===== config.mk =====
export PLATFORM = sky130hd
export DESIGN_NAME = clk_en_monitor_flat
export DESIGN_NICKNAME = d
export VERILOG_FILES = /design/src/rtl/clk_en_monitor_if.sv /design/src/rtl/clk_en_monitor.sv /design/src/flat_wrapper.sv
export SDC_FILE = /design/constraint.sdc
export NUM_CORES = 1
export LEC_CHECK = 0
export CELL_PAD_IN_SITES_DETAIL_PLACEMENT = 0
export CELL_PAD_IN_SITES_GLOBAL_PLACEMENT = 2
export CORE_MARGIN = 10
export CORE_UTILIZATION = 33
export DETAILED_ROUTE_END_ITERATION = 8
export PLACE_DENSITY_LB_ADDON = 0.1
export SYNTH_ARGS = -nofsm -noshare
export SYNTH_HDL_FRONTEND = slang
export SYNTH_SLANG_ARGS = --single-unit
export TNS_END_PERCENT = 5

===== constraint.sdc =====
create_clock -name clk -period 2.9 [get_ports clk]
set_input_delay 0.58 -clock clk [delete_from_list [all_inputs] [get_ports clk]]
set_output_delay 0.58 -clock clk [all_outputs]
set_load 0.02 [all_outputs]

===== src/rtl/clk_en_monitor_if.sv =====
// Signal bundle between a clock-enable source and clk_en_monitor: the monitored
// pulse plus the measured-period and health-status outputs.
interface clk_en_monitor_if #(
    parameter int PW            = 8,
    parameter int ERR_CNT_WIDTH = 8
);
    logic                     clk_en_in;
    logic [PW-1:0]            period;
    logic                     period_valid;
    logic                     locked;
    logic                     err_pulse;
    logic [ERR_CNT_WIDTH-1:0] err_count;
    logic                     timeout;

    modport master (
        output clk_en_in,
        input  period,
        input  period_valid,
        input  locked,
        input  err_pulse,
        input  err_count,
        input  timeout
    );

    modport slave (
        input  clk_en_in,
        output period,
        output period_valid,
        output locked,
        output err_pulse,
        output err_count,
        output timeout
    );
endinterface


===== src/rtl/clk_en_monitor.sv =====
// Measures the interval between clock-enable pulses, declares lock after a run of
// in-tolerance periods, and flags/counts bad or missing pulses.
module clk_en_monitor #(
    parameter int INPUT_CLK_FREQ = 12500000,
    parameter int EXPECTED_FREQ  = 49716,
    parameter int TOLERANCE      = 1,
    parameter int LOCK_COUNT     = 4,
    parameter int ERR_CNT_WIDTH  = 8
) (
    input  logic            clk,
    input  logic            reset,
    clk_en_monitor_if.slave mon
);
    localparam int EXP = INPUT_CLK_FREQ / EXPECTED_FREQ;
    localparam int LO  = EXP - TOLERANCE;
    localparam int HI  = EXP + TOLERANCE;
    localparam int PW  = $clog2(HI + 2);
    localparam int GW  = $clog2(LOCK_COUNT + 1);

    localparam logic [PW-1:0]            LO_P   = PW'(LO);
    localparam logic [PW-1:0]            HI_P   = PW'(HI);
    localparam logic [PW-1:0]            ONE_P  = PW'(1);
    localparam logic [GW-1:0]            LOCK_G = GW'(LOCK_COUNT);
    localparam logic [GW-1:0]            ONE_G  = GW'(1);
    localparam logic [ERR_CNT_WIDTH-1:0] ONE_E  = ERR_CNT_WIDTH'(1);

    // IDLE: no pulse seen yet | ACQUIRE: counting good periods | LOCKED: stream in tolerance
    typedef enum logic [1:0] {
        IDLE    = 2'd0,
        ACQUIRE = 2'd1,
        LOCKED  = 2'd2
    } state_t;

    state_t                   state_q, state_d;
    logic [PW-1:0]            cnt_q, cnt_d;
    logic [GW-1:0]            good_run_q, good_run_d;
    logic [PW-1:0]            period_q, period_d;
    logic                     period_valid_q, period_valid_d;
    logic                     locked_q, locked_d;
    logic                     err_pulse_q, err_pulse_d;
    logic [ERR_CNT_WIDTH-1:0] err_count_q, err_count_d;
    logic                     timeout_q, timeout_d;

    logic [PW-1:0]            meas;
    logic                     in_range;
    logic [ERR_CNT_WIDTH-1:0] err_inc;

    // cnt never exceeds HI, so meas tops out at HI+1 and still fits in PW bits
    assign meas     = cnt_q + ONE_P;
    assign in_range = (meas >= LO_P) && (meas <= HI_P);
    assign err_inc  = (err_count_q != '1) ? (err_count_q + ONE_E) : err_count_q;

    always_ff @(posedge clk) begin
        if (reset) begin
            state_q        <= IDLE;
            cnt_q          <= '0;
            good_run_q     <= '0;
            period_q       <= '0;
            period_valid_q <= 1'b0;
            locked_q       <= 1'b0;
            err_pulse_q    <= 1'b0;
            err_count_q    <= '0;
            timeout_q      <= 1'b0;
        end else begin
            state_q        <= state_d;
            cnt_q          <= cnt_d;
            good_run_q     <= good_run_d;
            period_q       <= period_d;
            period_valid_q <= period_valid_d;
            locked_q       <= locked_d;
            err_pulse_q    <= err_pulse_d;
            err_count_q    <= err_count_d;
            timeout_q      <= timeout_d;
        end
    end

    always_comb begin
        state_d        = state_q;
        cnt_d          = cnt_q;
        good_run_d     = good_run_q;
        period_d       = period_q;
        period_valid_d = 1'b0;
        err_pulse_d    = 1'b0;
        err_count_d    = err_count_q;
        timeout_d      = 1'b0;

        case (state_q)
            IDLE: begin
                cnt_d      = '0;
                good_run_d = '0;
                if (mon.clk_en_in) begin
                    state_d = ACQUIRE;
                end
            end

            ACQUIRE, LOCKED: begin
                if (mon.clk_en_in) begin
                    cnt_d          = '0;
                    period_d       = meas;
                    period_valid_d = 1'b1;
                    if (!in_range) begin
                        good_run_d = '0;
                        state_d    = ACQUIRE;
                        if (state_q == LOCKED) begin
                            err_pulse_d = 1'b1;
                            err_count_d = err_inc;
                        end
                    end else if (state_q == ACQUIRE) begin
                        good_run_d = good_run_q + ONE_G;
                        if ((good_run_q + ONE_G) == LOCK_G) begin
                            state_d = LOCKED;
                        end
                    end
                end else if (cnt_q == HI_P) begin
                    // a pulse on this same cycle would have been a measurement instead
                    timeout_d  = 1'b1;
                    state_d    = IDLE;
                    cnt_d      = '0;
                    good_run_d = '0;
                    if (state_q == LOCKED) begin
                        err_pulse_d = 1'b1;
                        err_count_d = err_inc;
                    end
                end else begin
                    cnt_d = cnt_q + ONE_P;
                end
            end

            default: begin
                state_d    = IDLE;
                cnt_d      = '0;
                good_run_d = '0;
            end
        endcase

        locked_d = (state_d == LOCKED);
    end

    assign mon.period       = period_q;
    assign mon.period_valid = period_valid_q;
    assign mon.locked       = locked_q;
    assign mon.err_pulse    = err_pulse_q;
    assign mon.err_count    = err_count_q;
    assign mon.timeout      = timeout_q;
endmodule


===== src/flat_wrapper.sv =====
// flat-port wrapper written by rule: the top's interface ports become plain ports
module clk_en_monitor_flat 
#(
    parameter int INPUT_CLK_FREQ = 12500000,
    parameter int EXPECTED_FREQ  = 49716,
    parameter int TOLERANCE      = 1,
    parameter int LOCK_COUNT     = 4,
    parameter int ERR_CNT_WIDTH  = 8
)
  (clk, reset, mon_clk_en_in, mon_period, mon_period_valid, mon_locked, mon_err_pulse, mon_err_count, mon_timeout);
  clk_en_monitor_if #(.PW((8)), .ERR_CNT_WIDTH(ERR_CNT_WIDTH)) mon_i ();
  input  logic clk;
  input  logic reset;
  input wire logic [$bits(mon_i.clk_en_in)-1:0] mon_clk_en_in;
  output wire logic [$bits(mon_i.period)-1:0] mon_period;
  output wire logic [$bits(mon_i.period_valid)-1:0] mon_period_valid;
  output wire logic [$bits(mon_i.locked)-1:0] mon_locked;
  output wire logic [$bits(mon_i.err_pulse)-1:0] mon_err_pulse;
  output wire logic [$bits(mon_i.err_count)-1:0] mon_err_count;
  output wire logic [$bits(mon_i.timeout)-1:0] mon_timeout;
  assign mon_i.clk_en_in = mon_clk_en_in;
  assign mon_period = mon_i.period;
  assign mon_period_valid = mon_i.period_valid;
  assign mon_locked = mon_i.locked;
  assign mon_err_pulse = mon_i.err_pulse;
  assign mon_err_count = mon_i.err_count;
  assign mon_timeout = mon_i.timeout;
  clk_en_monitor #(.INPUT_CLK_FREQ(INPUT_CLK_FREQ), .EXPECTED_FREQ(EXPECTED_FREQ), .TOLERANCE(TOLERANCE), .LOCK_COUNT(LOCK_COUNT), .ERR_CNT_WIDTH(ERR_CNT_WIDTH)) u_core (.clk(clk), .reset(reset), .mon(mon_i));
endmodule

==> impl_metrics.env, run 1 <==
export IMPL_drc_errors=0
export IMPL_synth_top_area_frac=0.3888
export IMPL_hold_violations=0
export IMPL_avgSynthCellArea_um2=8.804
export IMPL_wl_per_cell_um=13.77
export IMPL_drive_gt1_frac=0.08676
export IMPL_antenna_cells=0
export IMPL_cts_setup_buffers=0
export IMPL_grt_pass1_wl_um=6713
export IMPL_core_area_um2=5042
export IMPL_whs_endpoint="u_core.mon.err_count[7]"
export IMPL_layout_nets=231
export IMPL_slowest_delay_ns=0.51
export IMPL_clk_pin_slew_ns=0.07
export IMPL_rsz0062_at_grt="no"
export IMPL_synthesis_nets=206
export IMPL_fp_row_count=26
export IMPL_cts_buffers=5
export IMPL_fin_crit_ns=2.545
export IMPL_die_height_um=91.76
export IMPL_cts_max_level=2
export IMPL_dieArea_um2=8419
export IMPL_final_common_cell="dfxtp_1"
export IMPL_regToRegSetupSlack_ns=0.35
export IMPL_worstMarginPinSlew_ns=0.6333
export IMPL_end_kind="flip-flop"
export IMPL_p_leak_nw=0.7366
export IMPL_vias=1425
export IMPL_r2r_worst_path_cells=8
export IMPL_syn_to_final_growth_pct=23.86
export IMPL_slowest_stage="nor4b_4"
export IMPL_yosysTopAreaCell="dfxtp_1"
export IMPL_synth_seq_cells=33
export IMPL_power_density_nw_per_um2=468.6
export IMPL_max_vdd_ir_drop_mv=0.2071
export IMPL_firstDrtPassIters=4
export IMPL_yosysSeqAreaShare=0.3888
export IMPL_slew_headroom=0.5669
export IMPL_fin_skew_ns=0.007149
export IMPL_cp_arrival_ns=2.75
export IMPL_wl_um=3979
export IMPL_cts_hold_buf=0
export IMPL_drtAntennaViolNets=0
export IMPL_via_per_inst=4.931
export IMPL_ys_flop_type="dfxtp_1"
export IMPL_grt_pass1_vias=1427
export IMPL_grt_start_max_net_pins=21
export IMPL_grt_ovfl_total=0
export IMPL_fin_setup_tns_ns=0
export IMPL_crit_fanout=10
export IMPL_gp_congestion=0.8125
export IMPL_die_width_um=91.76
export IMPL_cts_resized=0
export IMPL_setup_viol=0
export IMPL_initial_core_util=0.3370
export IMPL_synth_cells=193
export IMPL_timing_worst_setup_path_type="flip-flop to flip-flop"
export IMPL_r2r_start="u_core.cnt_q[0]"
export IMPL_worstSetupStartpointType="flip-flop"
export IMPL_cts_tree="yes"
export IMPL_fin_crit_sh=0.8777
export IMPL_netlist_area_um2=1699
export IMPL_status="finished clean"
export IMPL_ys_types=48
export IMPL_cts_root_buf="clkbuf_8"
export IMPL_holdCritPathClass="flip-flop to flip-flop"
export IMPL_antenna_found_initial=0
export IMPL_cap_violations=0
export IMPL_insertion_delay_ns=0.29
export IMPL_synthArstFlopShare=0
export IMPL_fmax_mhz=392.9
export IMPL_clock_sinks=33
export IMPL_rr_endpoint="u_core.good_run_q[1]"
export IMPL_clk_path_buf_depth=2
export IMPL_yosys_top_cells_area="dfxtp_1 39%, ha_1 7.4%, nor2_1 5.5%, nand2_1 3.3%, a211oi_1 3.1%"
export IMPL_min_from="u_core.mon.err_count[7]"
export IMPL_ios=23
export IMPL_maxSlewViolCount=0
export IMPL_drt_iter0_markers=31
export IMPL_most_common_layout_cells="33 x dfxtp_1, 25 x nor2_1, 22 x clkdlybuf4s50_1"
export IMPL_grt_total_usage=0.09827
export IMPL_yosysWarnings=0
export IMPL_hpwlAfterDp_um=2975
export IMPL_holdWs_ns=0.4973
export IMPL_path_cells="ha_1 -> nand2_1 -> o31a_1 -> o22a_1 -> nor4b_4 -> buf_4 -> nand4_1 -> a31oi_1"
export IMPL_synth_edff_count=0
export IMPL_critical_path_required_ns=3.11
export IMPL_hold_depth=2
export IMPL_io_buffers=22
worst max-delay path by stage:
stage / startpoint / endpoint / depth (start not counted)
2_1_floorplan: u_core.cnt_q[0] / u_core.mon.err_count[6] / 8
3_3_place_gp: u_core.cnt_q[0] / u_core.mon.err_count[6] / 7
3_5_place_dp: u_core.cnt_q[0] / u_core.good_run_q[1] / 8
4_1_cts: u_core.cnt_q[0] / u_core.good_run_q[1] / 8
5_1_grt: u_core.cnt_q[0] / u_core.good_run_q[1] / 8
6_report: u_core.cnt_q[0] / u_core.good_run_q[1] / 8
state kept, by name, indices dropped and copies added, names as in the netlist:
name and cells:
u_core.cnt_q 8, u_core.mon.err_count 8, u_core.mon.period 8, u_core.good_run_q 3, u_core.state_q 2, u_core.mon.err_pulse 1, u_core.mon.locked 1, u_core.mon.period_valid 1
u_core.mon.timeout 1
where the power goes:
part | total [W] | internal (W) | switching [W]
registers | 0.000468 | 0.000462 | 0.00000610
logic | 0.0000715 | 0.0000289 | 0.0000426
clock network | 0.000447 | 0.000280 | 0.000167
critical path: cells and delay by family, from the launching register on:
kind / cells / cell delay (ns)
and+or+nand+nor: 3 / 0.73
AOI/OAI and AO/OA: 3 / 0.65
DFF: 1 / 0.49
buffers and inverters: 1 / 0.27
adders and majority gates: 1 / 0.33
per-stage QoR:
stage	power, W	setup slack, ns	cells	utilization	instance area [um2]
after floorplan	0.0005210	0.6804	193	-	1699
after global placement	0.0005493	0.4201	281	0.3943	1988
after detailed placement	0.0005505	0.3783	281	0.3943	1988
after CTS	0.001007	0.3571	289	0.4174	2105
after global routing	0.001036	0.1286	289	0.4174	2105
final	0.0009862	0.3548	289	0.4174	2105
Yosys cell counts, drive strengths merged (5+ instances only):
cell type  instances
clkbuf             5
nor2b              5
ha                10
a21oi              8
nor2              25
nand2             15
dfxtp             33
nand3              6
o21ai              6
inv                8
nor3               9
a211oi             7
layout make-up:
| cell class | count | area, um2 |
|---|---|---|
| Timing Repair Buffer | 26 | 250.2 |
| Sequential cell | 33 | 660.6 |
| Tap cell | 70 | 87.58 |
| Fill cell | 539 | 2938 |
| Multi-Input combinational cell | 144 | 959.7 |
| Clock inverter | 1 | 30.03 |
| Clock buffer | 7 | 86.33 |
| Inverter | 8 | 30.03 |
routing by layer:
layer  global-route usage  up-vias  wire length (um)
met1               0.1037      664              1772
met4              0.05141        0               109
met3              0.03667        8               188
met2               0.1677       25              1909
li1                     -      728                 -
met5                    0        -                 0
cell families (layout without fill, tap and decap cells):
| kind of cell | count (synthesis) | in the layout | synth area share |
|---|---|---|---|
| AO/OA/AOI/OAI | 36 | 36 | 0.1414 |
| XOR/XNOR | 7 | 7 | 0.03608 |
| adder cells (fa/ha/maj) | 10 | 10 | 0.07364 |
| buffers and inverters | 16 | 42 | 0.04639 |
| flip-flops | 33 | 33 | 0.3888 |
| multiplexers | 5 | 5 | 0.03461 |
| AND/OR/NAND/NOR | 86 | 86 | 0.2791 |
No activity file was read; power rests on OpenSTA's default activity.
==> run 2, diff against run 1 <==
- CORE_UTILIZATION: 33 -> 34
- CTS_BUF_LIST: default -> sky130_fd_sc_hd__clkbuf_8
==> impl_metrics.env, run 2 (same netlist as run 1, synthesis figures left out) <==
export IMPL_grt_total_usage=0.09585
export IMPL_layout_nets=229
export IMPL_cts_hold_buf=0
export IMPL_grt_ovfl_total=0
export IMPL_io_buffers=22
export IMPL_worstMarginPinSlew_ns=0.5934
export IMPL_dieArea_um2=8225
export IMPL_clock_sinks=33
export IMPL_path_cells="ha_1 -> xnor2_1 -> mux2_2 -> nand2_1 -> nor4b_4 -> buf_4 -> or4_1 -> a21oi_1"
export IMPL_clk_pin_slew_ns=0.07
export IMPL_max_vdd_ir_drop_mv=0.2269
export IMPL_p_switching_w=0.0002143
export IMPL_slowest_delay_ns=0.52
export IMPL_cts_buffers=5
export IMPL_power_density_nw_per_um2=422.4
export IMPL_rsz0062_at_grt="no"
export IMPL_via_per_inst=4.982
export IMPL_antenna_found_initial=0
export IMPL_fin_crit_sh=0.8523
export IMPL_ios=23
export IMPL_fin_crit_ns=2.472
export IMPL_cap_violations=0
export IMPL_fin_skew_ns=0.005921
export IMPL_hold_violations=0
export IMPL_grt_start_max_net_pins=24
export IMPL_cts_max_level=2
export IMPL_core_area_um2=4786
export IMPL_fin_setup_tns_ns=0
export IMPL_clk_path_buf_depth=2
export IMPL_p_leak_nw=0.7169
export IMPL_final_common_cell="dfxtp_1"
export IMPL_antenna_cells=0
export IMPL_cts_resized=0
export IMPL_firstDrtPassIters=4
export IMPL_crit_buf_inv=1
export IMPL_p_int_w=0.0006524
export IMPL_status="finished clean"
export IMPL_most_common_layout_cells="33 x dfxtp_1, 25 x nor2_1, 22 x clkdlybuf4s50_1"
export IMPL_total_power_w=0.0008667
export IMPL_fmax_mhz=404.6
export IMPL_grt_pass1_vias=1339
export IMPL_initial_core_util=0.3550
export IMPL_die_width_um=90.69
export IMPL_p_sw_frac=0.2473
export IMPL_drt_iter0_markers=68
export IMPL_cts_root_buf="clkbuf_8"
export IMPL_vias=1415
export IMPL_syn_to_final_growth_pct=20.77
export IMPL_hpwlAfterDp_um=2847
export IMPL_slowest_stage="or4_1"
export IMPL_grt_pass1_wl_um=6513
export IMPL_drtAntennaViolNets=0
export IMPL_postPlaceCellArea_um2=1969
export IMPL_cp_arrival_ns=2.69
export IMPL_drc_errors=0
export IMPL_drive_gt1_frac=0.07834
export IMPL_crit_fanout=23
export IMPL_end_kind="flip-flop"
export IMPL_fp_row_count=25
export IMPL_setup_viol=0
export IMPL_wl_per_cell_um=13.36
export IMPL_critical_path_required_ns=3.12
export IMPL_gp_congestion=0.8032
export IMPL_fin_area_um2=2052
export IMPL_clkPwrFrac=0.380
export IMPL_die_height_um=90.69
export IMPL_cts_setup_buffers=0
export IMPL_path_delay_family="simple AND/OR/NAND/NOR gates"
export IMPL_share_seq_of_total_power=0.539
export IMPL_finalCoreUtilization=0.4288
export IMPL_slew_headroom=0.5942
export IMPL_cts_tree="yes"
export IMPL_worstSetupStartpointType="flip-flop"
export IMPL_maxSlewViolCount=0
export IMPL_wl_um=3793
export IMPL_insertion_delay_ns=0.28
export IMPL_holdCritPathClass="flip-flop to flip-flop"
export IMPL_timing_worst_setup_path_type="flip-flop to flip-flop"
export IMPL_power_frac_comb=0.080
## run 2: final cells by class
cell class / count / area [um2]
repair buffers: 24 / 235.2
well taps: 67 / 83.83
clock inverters: 3 / 13.76
clock buffers: 5 / 68.82
inverters: 8 / 30.03
multi-input cells: 144 / 959.7
fillers: 481 / 2734
flip-flops and latches: 33 / 660.6
## run 2: path summary, 6_finish.rpt
check	start	to	slack, ns	cells past startpoint
min	u_core.mon.period[4]	u_core.mon.period[4]	0.50	2
max reg2reg	u_core.cnt_q[0]	u_core.mon.err_count[4]	0.43	8
min reg2reg	u_core.mon.period[4]	u_core.mon.period[4]	0.50	2
max	u_core.cnt_q[0]	u_core.mon.err_count[4]	0.43	8
## run 2: tightest hold or removal path: stages, from the launching register on
cell and delay [ns]:
dfxtp_1 0.31, nor2_1 0.09, a211oi_1 0.05
## run 2: routing by layer
metal  wire length (um)  track usage  vias up
met4                 89      0.04775        0
met2               1826       0.1593       24
met1               1695       0.1068      654
met5                  0            0        -
li1                   -            -      729
met3                182      0.03159        8
## run 2: stage by stage
step | instances | setup WS [ns] | hold WS [ns]
5_1_grt | 284 | 0.2753 | 0.5170
3_5_place_dp | 276 | 0.4276 | 0.4891
3_3_place_gp | 276 | 0.4804 | 0.4755
4_1_cts | 284 | 0.4098 | 0.5024
2_1_floorplan | 193 | 0.6804 | 0.4792
6_report | 284 | 0.4282 | 0.4999
## run 2: power groups by stage
stage	Clock (W)	Sequential, W	Combinational (W)
6_report	0.000329	0.000467	0.0000697
5_1_grt	0.000367	0.000468	0.0000769
4_1_cts	0.000348	0.000467	0.0000714
3_5_place_dp	0	0.000478	0.0000711
3_3_place_gp	0	0.000478	0.0000703
2_1_floorplan	0	0.000485	0.0000356
